File: src/rtl/vga_timing_pkg.sv
// Shared 640x480@60 timing constants plus helpers for deriving axis totals
// and for confirming at elaboration that a counter width can hold them.
package vga_timing_pkg;

    localparam int unsigned DEF_H_DISPLAY = 640;
    localparam int unsigned DEF_H_FRONT   = 16;
    localparam int unsigned DEF_H_SYNC    = 96;
    localparam int unsigned DEF_H_BACK    = 48;
    localparam int unsigned DEF_V_DISPLAY = 480;
    localparam int unsigned DEF_V_FRONT   = 10;
    localparam int unsigned DEF_V_SYNC    = 2;
    localparam int unsigned DEF_V_BACK    = 33;
    localparam int unsigned DEF_CLK_DIV   = 4;
    localparam int unsigned DEF_CW        = 10;

    function automatic int unsigned axis_total(
        input int unsigned display,
        input int unsigned front,
        input int unsigned sync,
        input int unsigned back
    );
        return display + front + sync + back;
    endfunction

    // True when a CW-bit counter can represent every count of both axes.
    function automatic bit cw_fits(
        input int unsigned cw,
        input int unsigned h_total,
        input int unsigned v_total
    );
        longint unsigned span;
        span = longint'(1) << cw;
        return (span >= longint'(h_total)) && (span >= longint'(v_total));
    endfunction

endpackage

File: src/rtl/vga_axis_counter.sv
// Mod-TOTAL axis counter with display/sync window decode; advances one step per inc_i,
// wrap_o is combinational from inc_i, all window outputs decode registered count only.
module vga_axis_counter
    import vga_timing_pkg::*;
#(
    parameter int unsigned CW      = 10,
    parameter int unsigned DISPLAY = 640,
    parameter int unsigned FRONT   = 16,
    parameter int unsigned SYNC    = 96,
    parameter int unsigned BACK    = 48,
    parameter bit          POL     = 1'b0
) (
    input  logic          clk,
    input  logic          reset,
    input  logic          inc_i,
    output logic [CW-1:0] cnt_o,
    output logic          wrap_o,
    output logic          display_o,
    output logic          sync_o
);

    localparam int unsigned   TOTAL    = axis_total(DISPLAY, FRONT, SYNC, BACK);
    localparam logic [CW-1:0] LAST     = CW'(TOTAL - 1);
    // One extra bit so window edges equal to 2^CW still compare correctly.
    localparam logic [CW:0]   DISP_END = (CW+1)'(DISPLAY);
    localparam logic [CW:0]   SYNC_BEG = (CW+1)'(DISPLAY + FRONT);
    localparam logic [CW:0]   SYNC_END = (CW+1)'(DISPLAY + FRONT + SYNC);

    logic [CW-1:0] cnt_q;
    logic [CW-1:0] cnt_d;
    logic [CW:0]   cnt_x;
    logic          at_last;
    logic          in_sync;

    assign at_last = (cnt_q == LAST);
    assign wrap_o  = inc_i & at_last;

    always_comb begin
        cnt_d = cnt_q;
        if (inc_i) begin
            cnt_d = at_last ? '0 : cnt_q + CW'(1);
        end
    end

    always_ff @(posedge clk or posedge reset) begin
        if (reset) begin
            cnt_q <= '0;
        end else begin
            cnt_q <= cnt_d;
        end
    end

    assign cnt_x     = {1'b0, cnt_q};
    assign display_o = (cnt_x < DISP_END);
    assign in_sync   = (cnt_x >= SYNC_BEG) && (cnt_x < SYNC_END);
    assign sync_o    = in_sync ? POL : ~POL;
    assign cnt_o     = cnt_q;

endmodule

File: src/rtl/vga_timing_gen.sv
// VGA timing generator: pixel-clock divider, h/v counters, sync/blank decode and strobes.
// Outputs follow registered state one clk after each tick; en=0 freezes everything.
module vga_timing_gen
    import vga_timing_pkg::*;
#(
    parameter int unsigned H_DISPLAY = DEF_H_DISPLAY,
    parameter int unsigned H_FRONT   = DEF_H_FRONT,
    parameter int unsigned H_SYNC    = DEF_H_SYNC,
    parameter int unsigned H_BACK    = DEF_H_BACK,
    parameter int unsigned V_DISPLAY = DEF_V_DISPLAY,
    parameter int unsigned V_FRONT   = DEF_V_FRONT,
    parameter int unsigned V_SYNC    = DEF_V_SYNC,
    parameter int unsigned V_BACK    = DEF_V_BACK,
    parameter int unsigned CLK_DIV   = DEF_CLK_DIV,
    parameter bit          HSYNC_POL = 1'b0,
    parameter bit          VSYNC_POL = 1'b0,
    parameter int unsigned CW        = DEF_CW
) (
    input  logic          clk,
    input  logic          reset,
    input  logic          en,
    output logic          pixel_tick,
    output logic          h_sync,
    output logic          v_sync,
    output logic          video_on,
    output logic [CW-1:0] x_loc,
    output logic [CW-1:0] y_loc,
    output logic          line_start,
    output logic          frame_start
);

    localparam int unsigned      H_TOTAL  = axis_total(H_DISPLAY, H_FRONT, H_SYNC, H_BACK);
    localparam int unsigned      V_TOTAL  = axis_total(V_DISPLAY, V_FRONT, V_SYNC, V_BACK);
    localparam int unsigned      DIV_W    = (CLK_DIV > 1) ? $clog2(CLK_DIV) : 1;
    localparam logic [DIV_W-1:0] DIV_LAST = DIV_W'(CLK_DIV - 1);

    if (!cw_fits(CW, H_TOTAL, V_TOTAL)) begin : g_cw_too_small
        $error("vga_timing_gen: CW too narrow for H_TOTAL/V_TOTAL");
    end
    if (CLK_DIV < 1) begin : g_clk_div_zero
        $error("vga_timing_gen: CLK_DIV must be at least 1");
    end

    logic [DIV_W-1:0] div_q;
    logic [DIV_W-1:0] div_d;
    logic             div_last;
    logic             tick;
    logic             h_wrap;
    logic             v_wrap_unused;
    logic [CW-1:0]    h_cnt;
    logic [CW-1:0]    v_cnt;
    logic             h_disp;
    logic             v_disp;

    // With CLK_DIV=1 the divider stays at 0 and div_last is permanently true.
    assign div_last = (div_q == DIV_LAST);
    assign tick     = en & ~reset & div_last;

    always_comb begin
        div_d = div_q;
        if (en) begin
            div_d = div_last ? '0 : div_q + DIV_W'(1);
        end
    end

    always_ff @(posedge clk or posedge reset) begin
        if (reset) begin
            div_q <= '0;
        end else begin
            div_q <= div_d;
        end
    end

    vga_axis_counter #(
        .CW      (CW),
        .DISPLAY (H_DISPLAY),
        .FRONT   (H_FRONT),
        .SYNC    (H_SYNC),
        .BACK    (H_BACK),
        .POL     (HSYNC_POL)
    ) u_h_axis (
        .clk       (clk),
        .reset     (reset),
        .inc_i     (tick),
        .cnt_o     (h_cnt),
        .wrap_o    (h_wrap),
        .display_o (h_disp),
        .sync_o    (h_sync)
    );

    vga_axis_counter #(
        .CW      (CW),
        .DISPLAY (V_DISPLAY),
        .FRONT   (V_FRONT),
        .SYNC    (V_SYNC),
        .BACK    (V_BACK),
        .POL     (VSYNC_POL)
    ) u_v_axis (
        .clk       (clk),
        .reset     (reset),
        .inc_i     (h_wrap),
        .cnt_o     (v_cnt),
        .wrap_o    (v_wrap_unused),
        .display_o (v_disp),
        .sync_o    (v_sync)
    );

    assign pixel_tick  = tick;
    assign video_on    = h_disp & v_disp;
    assign line_start  = tick & (h_cnt == '0);
    assign frame_start = line_start & (v_cnt == '0);
    assign x_loc       = h_cnt;
    assign y_loc       = v_cnt;

endmodule

File: config.mk
export PLATFORM = sky130hd
export DESIGN_NAME = vga_timing_gen
export DESIGN_NICKNAME = d
export VERILOG_FILES = /design/src/rtl/vga_timing_pkg.sv /design/src/rtl/vga_axis_counter.sv /design/src/rtl/vga_timing_gen.sv
export SDC_FILE = /design/constraint.sdc
export NUM_CORES = 1
export LEC_CHECK = 0
export ABC_AREA = 0
export ABC_CLOCK_PERIOD_IN_PS = 2100
export CAP_MARGIN = 5
export CORE_ASPECT_RATIO = 0.6
export CORE_MARGIN = 5
export CORE_UTILIZATION = 30
export CTS_CLUSTER_DIAMETER = 200
export DETAILED_ROUTE_END_ITERATION = 7
export PLACE_DENSITY = 0.57
export SETUP_SLACK_MARGIN = 0.4
export SKIP_LAST_GASP = 1
export SYNTH_ARGS = -nofsm -noshare
export SYNTH_HDL_FRONTEND = slang
export SYNTH_SLANG_ARGS = --single-unit
export TNS_END_PERCENT = 50
File: constraint.sdc
create_clock -name clk -period 2.1 [get_ports clk]
set_clock_uncertainty 0.1 [all_clocks]
set_input_delay 0.42 -clock clk [delete_from_list [all_inputs] [get_ports clk]]
set_output_delay 0.42 -clock clk [all_outputs]
set_load 0.005 [all_outputs]
# Word-level counts from Yosys, hierarchy flattened
# Cells that the tools add are included.
# totals
ff_bits	22
elab_cells	31
# op_classes
n_addsub	3
magnitude_cmp	6
n_eq_ne	3
mux	5
n_bitwise	7
reduce_logical	4
# op_table
op	n
$add 10x1->10 const B	2
$eq 10x10->1 const B	2
$logic_not 10->1	2
$lt 10x10->1 const B	2
$lt 10x9->1 const B	2
$mux 10	2
$ge 10x10->1 const B	1
$ge 10x9->1 const B	1
$and 1x1->1	6
$add 2x1->2 const B	1
$eq 2x2->1 const B	1
$logic_and 1x1->1	2
$mux 1	2
$mux 2	1
$not 1->1	1

# Logic depth before layout (Yosys ltp)
# Gate-level depths: netlist of the first run.
# logic_depth
depth_word	5
depth_mapped	8
mapped_depth_nobuf	6

# Cells and area by module
# Synthesis of the first run repeated with hierarchy kept, for this count alone.
# hier_totals
hier_cells	133
hier_area_um2	1360.1
# by_module_without_submodules
module	n_inst	cells_per_inst	area_per_inst_um2	seq_area_each_um2
vga_axis_counter at u_v_axis	1	57	605.6	250.2
vga_axis_counter at u_h_axis	1	59	588.1	250.2
vga_timing_gen	1	17	166.4	50.0

# Worst setup path after synthesis of the first run
# No wires, ideal clock.
# synth_path
kind	reg2out
from	register u_h_axis.cnt_q[0] (netlist: u_h_axis.cnt_o[0])
to	output port frame_start
t_arrival_ns	1.578
required_ns	1.580
setup_slack_ns	0.002
path_stages_with_launch	6
path_buffers	0
cell_sequence	dfrtp_1 inv_1 ha_1 or4b_1 nor4_2 and4_1
# synth_between
elab_chain_cells	3
# synth_lines
element	line_no	source
start, declared	vga_axis_counter.sv:29	logic [CW-1:0] cnt_q;
start signal, assigned	vga_axis_counter.sv:49	cnt_q <= cnt_d;
$logic_not 10->1	vga_timing_gen.sv:110	assign line_start = tick & (h_cnt == '0);
$and 1x1->1	vga_timing_gen.sv:110	
net line_start	vga_timing_gen.sv:28	output logic line_start,
$and 1x1->1	vga_timing_gen.sv:111	assign frame_start = line_start & (v_cnt == '0);
end, declared	vga_timing_gen.sv:29	output logic frame_start
# The timed path passes the listed nets, and every way through them passes these cells.

# Worst setup path in the final report of the first run
# layout_path
from	register u_h_axis.cnt_q[1] (netlist: u_h_axis.cnt_o[1])
to	output port frame_start
# layout_between
elab_chain_cells	3
# layout_lines
element	line_no
$logic_not 10->1	vga_timing_gen.sv:110
$and 1x1->1	vga_timing_gen.sv:110
$and 1x1->1	vga_timing_gen.sv:111
# Every way passes these cells.

==> impl_metrics.csv, run 1 <==
group,metric,value,unit
clock_network,holdBufCountCts,0,
pwr,power.density,633.3,mW/mm²
clock_network,h-tree-depth,1,
setup_path,cp-startpoint,"u_h_axis.cnt_o[1]$_DFFE_PP0P_",
clock_network,tritoncts,"built",
global_routing,grt_pass1_vias,1361,
layout,drive_gt1_frac,0.4777,
setup_path,setup.worst_path.end_class,"output pin",
yosys,syn_inst,130,
yosys,synth_commonest_cells,"dfrtp_1, nand2_1, nand3_1",
setup_path,r2r-start,"u_h_axis.cnt_o[1]$_DFFE_PP0P_",
drt,via_count,1345,
sta,slew_headroom,0.7326,
placement,dp_hpwl,2753,µm
clock_network,clock_sinks,22,
placement,port_buffers,28,
die,io_pins,29,
sta,fin_hold_ws,0.1714,ns
worst_hold_path,hold_path_class,"input pin to async pin",
outcome,outcome,"complete, but fails checks",
sta,tightest_slew,0.4006,ns
job,maxCapViolCount,0,
global_routing,antenna_found_initial,0,
pwr,ir_drop,0.4726,mV
drt,firstDrtPassIters,4,
drt,avgViaCountPerCell,4.736,
placement,dpl_cell_area,0.001873,mm²
clock_network,cts_root_buffer,"clkbuf_8",
yosys,synth_warnings,0,
setup_path,critPathKind,"flip-flop to output pin",
global_routing,grt_overflow,0,
layout,insertedDiodeCount,0,
setup_path,startpoint_type,"flip-flop",
die,std_cell_rows,18,
clock_network,clock_path_buffers,2,
layout,area_growth,81.59,%
clock_network,clk_pin_slew_worst_paths,0.08,ns
yosys,yosysSeqAreaShare,0.4331,
yosys,yosys-top-cells-area,"dfrtp_1, ha_1, nand2_1, xnor2_1, nand3_1",
yosys,yosysMostFrequentCell,"dfrtp_1",
outcome,violations,"negative setup slack",
setup_path,path_max_fanout,2,
setup_path,arrival,1.94,ns
yosys,synth_area,0.001271,mm²
placement,gp_congestion,0.8394,
yosys,yosys.cell_types.count,38,
sta,post-route-min-period,2.458,ns
yosys,synth_fp_nets,138,
sta,setup_viol,9,
die,floorplan.initialDensity,0.3101,
setup_path,cp.required,1.58,ns
layout,fin_nets,233,
drt,ant_nets,0,
die,die_h,60.42,µm
yosys,syn_avg_cell_area,9.779,µm²
yosys,ys_async_sr_fraction,1.000,
drt,avgRoutedWirePerCell,14.54,µm
drt,drt_iter0_drc,129,
sta,final-hold-violation-count,0,
die,design.die.area,0.005682,mm²
layout,finalInstanceArea,0.002308,mm²
layout,fillers,360,
die,die_x,94.04,µm
die,core,0.004099,mm²
sta,worst_slack,-0.3576,ns
yosys,yosys.area.top_type_share,0.4331,
clock_network,cts-buffers-inserted,3,
drt,routed_wl,4130,µm
drt,drc_errors,0,
global_routing,grt_max_degree,15,
global_routing,grt_pass1_wl,6727,µm
yosys,yosys.area.top_type,"dfrtp_1",
layout,register_area,553.0,µm²
clock_network,worst_skew_pair.late_latency,0.27,ns
sta,fin_crit_sh,1.170,
sta,final-max-slew-violation-count,0,
pwr,leakagePower,1.102,nW
global_routing,grtUsageTotal,0.1577,
yosys,ys.flop_type,"dfrtp_1",
layout,multi_input_area,760.7,µm²
yosys,synth_edf_count,0,
setup_path,rrSetupSlack,-0.30,ns
sta,grt_setup_unrepaired,"yes",
sta,fmax,406.9,MHz
yosys,synth_seq_cells,22,
## critical path, cell delays in order (launching register included)
cell and delay (ns):
dfrtp_1 0.41, inv_2 0.09, ha_4 0.11, or4b_4 0.46, nor4_4 0.16, buf_4 0.15, and4_1 0.18, buf_2 0.12
## report_power, final
group          internal, mW  total [mW]  switching (mW)
combinational         0.420       0.661           0.240
clock                 0.136       0.281           0.146
sequential            0.476       0.520          0.0434
## logic make-up (layout without fill, tap and decap cells)
logic type | Yosys count | after routing | share of synthesized area
adders and majority gates | 5 | 5 | 0.04921
DFF | 22 | 22 | 0.4331
buffers and inverters | 10 | 104 | 0.04231
xor gates and xnor gates | 7 | 7 | 0.04823
AOI/OAI and AO/OA | 19 | 19 | 0.08169
and+or+nand+nor | 62 | 62 | 0.3022
muxes | 5 | 5 | 0.04330
## sequential cells by signal, summed over array words and instances (netlist names)
register        count
div_q               2
u_h_axis.cnt_o     10
u_v_axis.cnt_o     10
## area by class of cell
type / instances / area share
repair buffers: 94 / 0.3691
multi-input cells: 98 / 0.3295
flip-flops and latches: 22 / 0.2396
well taps: 60 / 0.03252
clock buffers: 4 / 0.01951
inverters: 6 / 0.009756
## placed cells by master (no fill, tap or decap), types with 3 or more instances in the layout
cell type	count
inv_2	3
mux2_2	3
clkdlybuf4s50_1	16
and3_1	4
nand3_1	9
inv_1	3
nand4_1	4
and3_4	3
nor2_1	5
buf_6	25
o21ai_0	5
buf_4	42
nand2_1	13
ha_1	3
clkbuf_8	3
a21oi_1	7
buf_2	5
dfrtp_1	20
dlygate4sd2_1	4
xnor2_1	6
## what timing repair did
action                                 4_1_cts  5_1_grt
endpoints found under the hold margin        0        0
resized for setup                           67       16
buffers inserted                            29        3
pin swaps                                   13        5
setup endpoints to repair                   41       41
## metal layers
layer,wire length (µm),track usage
met1,2043,0.2154
met3,137,0.03717
met4,88,0.06173
met5,0,0
met2,1861,0.2462
## path summary, 6_finish.rpt
check | endpoint | cells past startpoint
worst max-delay path | frame_start | 7
worst min-delay path | u_h_axis.cnt_o[4]$_DFFE_PP0P_ | 2
worst max register to register | u_h_axis.cnt_o[5]$_DFFE_PP0P_ | 14
worst min register to register | u_v_axis.cnt_o[1]$_DFFE_PP0P_ | 2
max in group asynchronous | u_h_axis.cnt_o[3]$_DFFE_PP0P_ | 3
min in group clk | u_v_axis.cnt_o[1]$_DFFE_PP0P_ | 2
## stage by stage
| step | util | TNS (ns) | setup slack (ns) | cells | power, mW |
|---|---|---|---|---|---|
| after floorplan | - | 0 | 0.1040 | 130 | 0.6744 |
| after global placement | 0.4570 | -1.913 | -0.6000 | 248 | 0.8791 |
| after detailed placement | 0.4570 | -2.205 | -0.6292 | 248 | 0.8992 |
| after CTS | 0.5437 | -1.573 | -0.4230 | 281 | 1.399 |
| after global routing | 0.5632 | -2.556 | -0.4620 | 284 | 1.545 |
| final | 0.5632 | -1.550 | -0.3576 | 284 | 1.462 |
Note: power is estimated with default switching activity, not from simulation.
==> inputs of run 2 (changes only) <==
PLACE_DENSITY = not set   (was 0.57)
==> run 2 against run 1 <==
The run still ends with negative setup slack left. Via count is 0.30% higher. Critical path depth down 1. Clock-buffer cell count unchanged. Largest cell class unchanged. Hold slack better by 0.062 ns. Maximum frequency rose by 4.6%. Cell count is 2.5% lower.
==> impl_metrics.csv, run 2 (synthesis gave the netlist of run 1 again) <==
group,metric,value,unit
outcome,outcome,"complete, but fails checks",
outcome,violations,"negative setup slack",
drt,via_count,1349,
layout,drive_gt1_frac,0.4608,
sta,tightest_slew,0.3669,ns
setup_path,arrival,1.83,ns
sta,slew_headroom,0.7535,
setup_path,cp.required,1.58,ns
global_routing,grt_max_degree,23,
setup_path,rr_endpoint,"u_v_axis.cnt_o[1]$_DFFE_PP0P_",
clock_network,clk_pin_slew_worst_paths,0.08,ns
layout,insertedDiodeCount,0,
drt,avgViaCountPerCell,4.870,
drt,drt_iter0_drc,81,
clock_network,tritoncts,"built",
die,die_x,94.04,µm
global_routing,grt_pass1_wl,6610,µm
clock_network,h-tree-depth,1,
sta,post-route-min-period,2.349,ns
pwr,power.net_switching,356.3,µW
clock_network,clock_path_buffers,2,
global_routing,grt_pass1_vias,1393,
sta,setup_viol,3,
pwr,clkPwrFrac,0.223,
setup_path,setup.worst_path.end_class,"output pin",
die,floorplan.initialDensity,0.3101,
layout,post-route-util,0.5394,
setup_path,crit_chain,"inv_2 -> ha_1 -> or4b_4 -> nor4_4 -> and4_1 -> buf_2",
sta,fmax,425.7,MHz
setup_path,critPathKind,"flip-flop to output pin",
global_routing,grtUsageTotal,0.1497,
layout,final_common_cell,"buf_4",
drt,routed_wl,4232,µm
layout,instances_no_fill,277,
setup_path,rr_worst_depth,13,
global_routing,grt_overflow,0,
placement,gp_congestion,0.8641,
pwr,pwr-share-seq,0.394,
setup_path,crit_buf_inv,2,
job,maxCapViolCount,0,
pwr,power.density,591.3,mW/mm²
clock_network,clock_sinks,22,
sta,grt_setup_unrepaired,"yes",
pwr,power,1.307,mW
clock_network,cts-buffers-inserted,3,
die,std_cell_rows,18,
placement,dp_slack,-0.6348,ns
drt,ant_nets,0,
setup_path,startpoint_type,"flip-flop",
sta,final-hold-violation-count,0,
layout,area_growth,73.92,%
pwr,p_int,950.9,µW
die,die_h,60.42,µm
pwr,switching_share,0.2726,
placement,dp_cells,250,
layout,layout_common_cells,"buf_4, dfrtp_1, clkdlybuf4s50_1",
placement,port_buffers,28,
die,core,0.004099,mm²
pwr,ir_drop,0.4027,mV
pwr,leakagePower,1.053,nW
layout,fin_nets,226,
setup_path,slowest_stage,"or4b_4",
setup_path,slowest_delay,0.47,ns
drt,drc_errors,0,
sta,fin_tns_setup,-0.4665,ns
sta,worst_slack,-0.2490,ns
clock_network,cts_root_buffer,"clkbuf_8",
sta,fin_crit_sh,1.119,
setup_path,r2r-start,"div_q[1]$_DFFE_PP0P_",
global_routing,antenna_found_initial,0,
worst_hold_path,hold_path_class,"input pin to async pin",
clock_network,worst_skew_pair.late_latency,0.26,ns
setup_path,path_max_fanout,2,
sta,final-max-slew-violation-count,0,
die,design.die.area,0.005682,mm²
setup_path,rrSetupSlack,0,ns
die,io_pins,29,
placement,dp_hpwl,2844,µm
setup_path,critPathTopFamily,"simple AND/OR/NAND/NOR gates",
drt,avgRoutedWirePerCell,15.28,µm
pwr,comb_power_share,0.382,
drt,firstDrtPassIters,4,
run 2: power groups by stage:
stage                     clock network (mW)  registers, mW  logic, mW
after global routing                   0.317          0.521      0.548
after CTS                              0.300          0.512      0.450
after detailed placement                   0          0.514      0.360
final                                  0.292          0.516      0.500
after floorplan                            0          0.535      0.139
after global placement                     0          0.515      0.351
run 2: cell type report:
cell class	instances	area, µm²
clock buffers	4	55.05
flip-flops and latches	22	553.0
inverters	6	22.52
well taps	60	75.07
repair buffers	87	754.5
multi-input cells	98	750.7
fillers	362	1888
run 2: worst register-to-register path: stages, from the launching register on:
cell and delay, ns:
dfrtp_1 0.38, ha_2 0.19, nand3b_1 0.12, inv_2 0.06
buf_6 0.11, buf_6 0.10, buf_6 0.10, buf_6 0.11
buf_6 0.12, and4_4 0.15, buf_6 0.14, buf_4 0.15
nand3_1 0.08, o21ai_1 0.07
run 2: metal layers:
metal | wire [µm] | global-route usage | up-vias
met1 | 1938 | 0.2003 | 655
met5 | 0 | 0 | -
met2 | 2076 | 0.2472 | 41
met4 | 54 | 0.05556 | 0
met3 | 163 | 0.02726 | 4
li1 | - | - | 649
run 2: how the worst max path moves through the flow:
stage | startpoint | to | cells past startpoint
4_1_cts | u_h_axis.cnt_o[0]$_DFFE_PP0P_ | frame_start | 6
5_1_grt | u_h_axis.cnt_o[1]$_DFFE_PP0P_ | frame_start | 6
6_report | u_h_axis.cnt_o[1]$_DFFE_PP0P_ | frame_start | 6
2_1_floorplan | u_h_axis.cnt_o[0]$_DFFE_PP0P_ | frame_start | 5
3_3_place_gp | reset | frame_start | 7
3_5_place_dp | reset | frame_start | 7
run 2: repair_timing:
action                                  in CTS  in global routing
pin swaps                                   17                  8
setup buffers                               18                  5
endpoints found under the setup margin      38                 43
hold buffers                                 0                  0
endpoints found under the hold margin        0                  0
cloned                                       0                  0
resized for setup                           54                 10
run 2: stage by stage:
stage	cell area, µm²	hold slack [ns]
5_1_grt	2211	0.2771
2_1_floorplan	1281	0.3091
6_report	2211	0.2330
3_5_place_dp	1876	0.4041
4_1_cts	2136	0.2409
3_3_place_gp	1876	0.3926
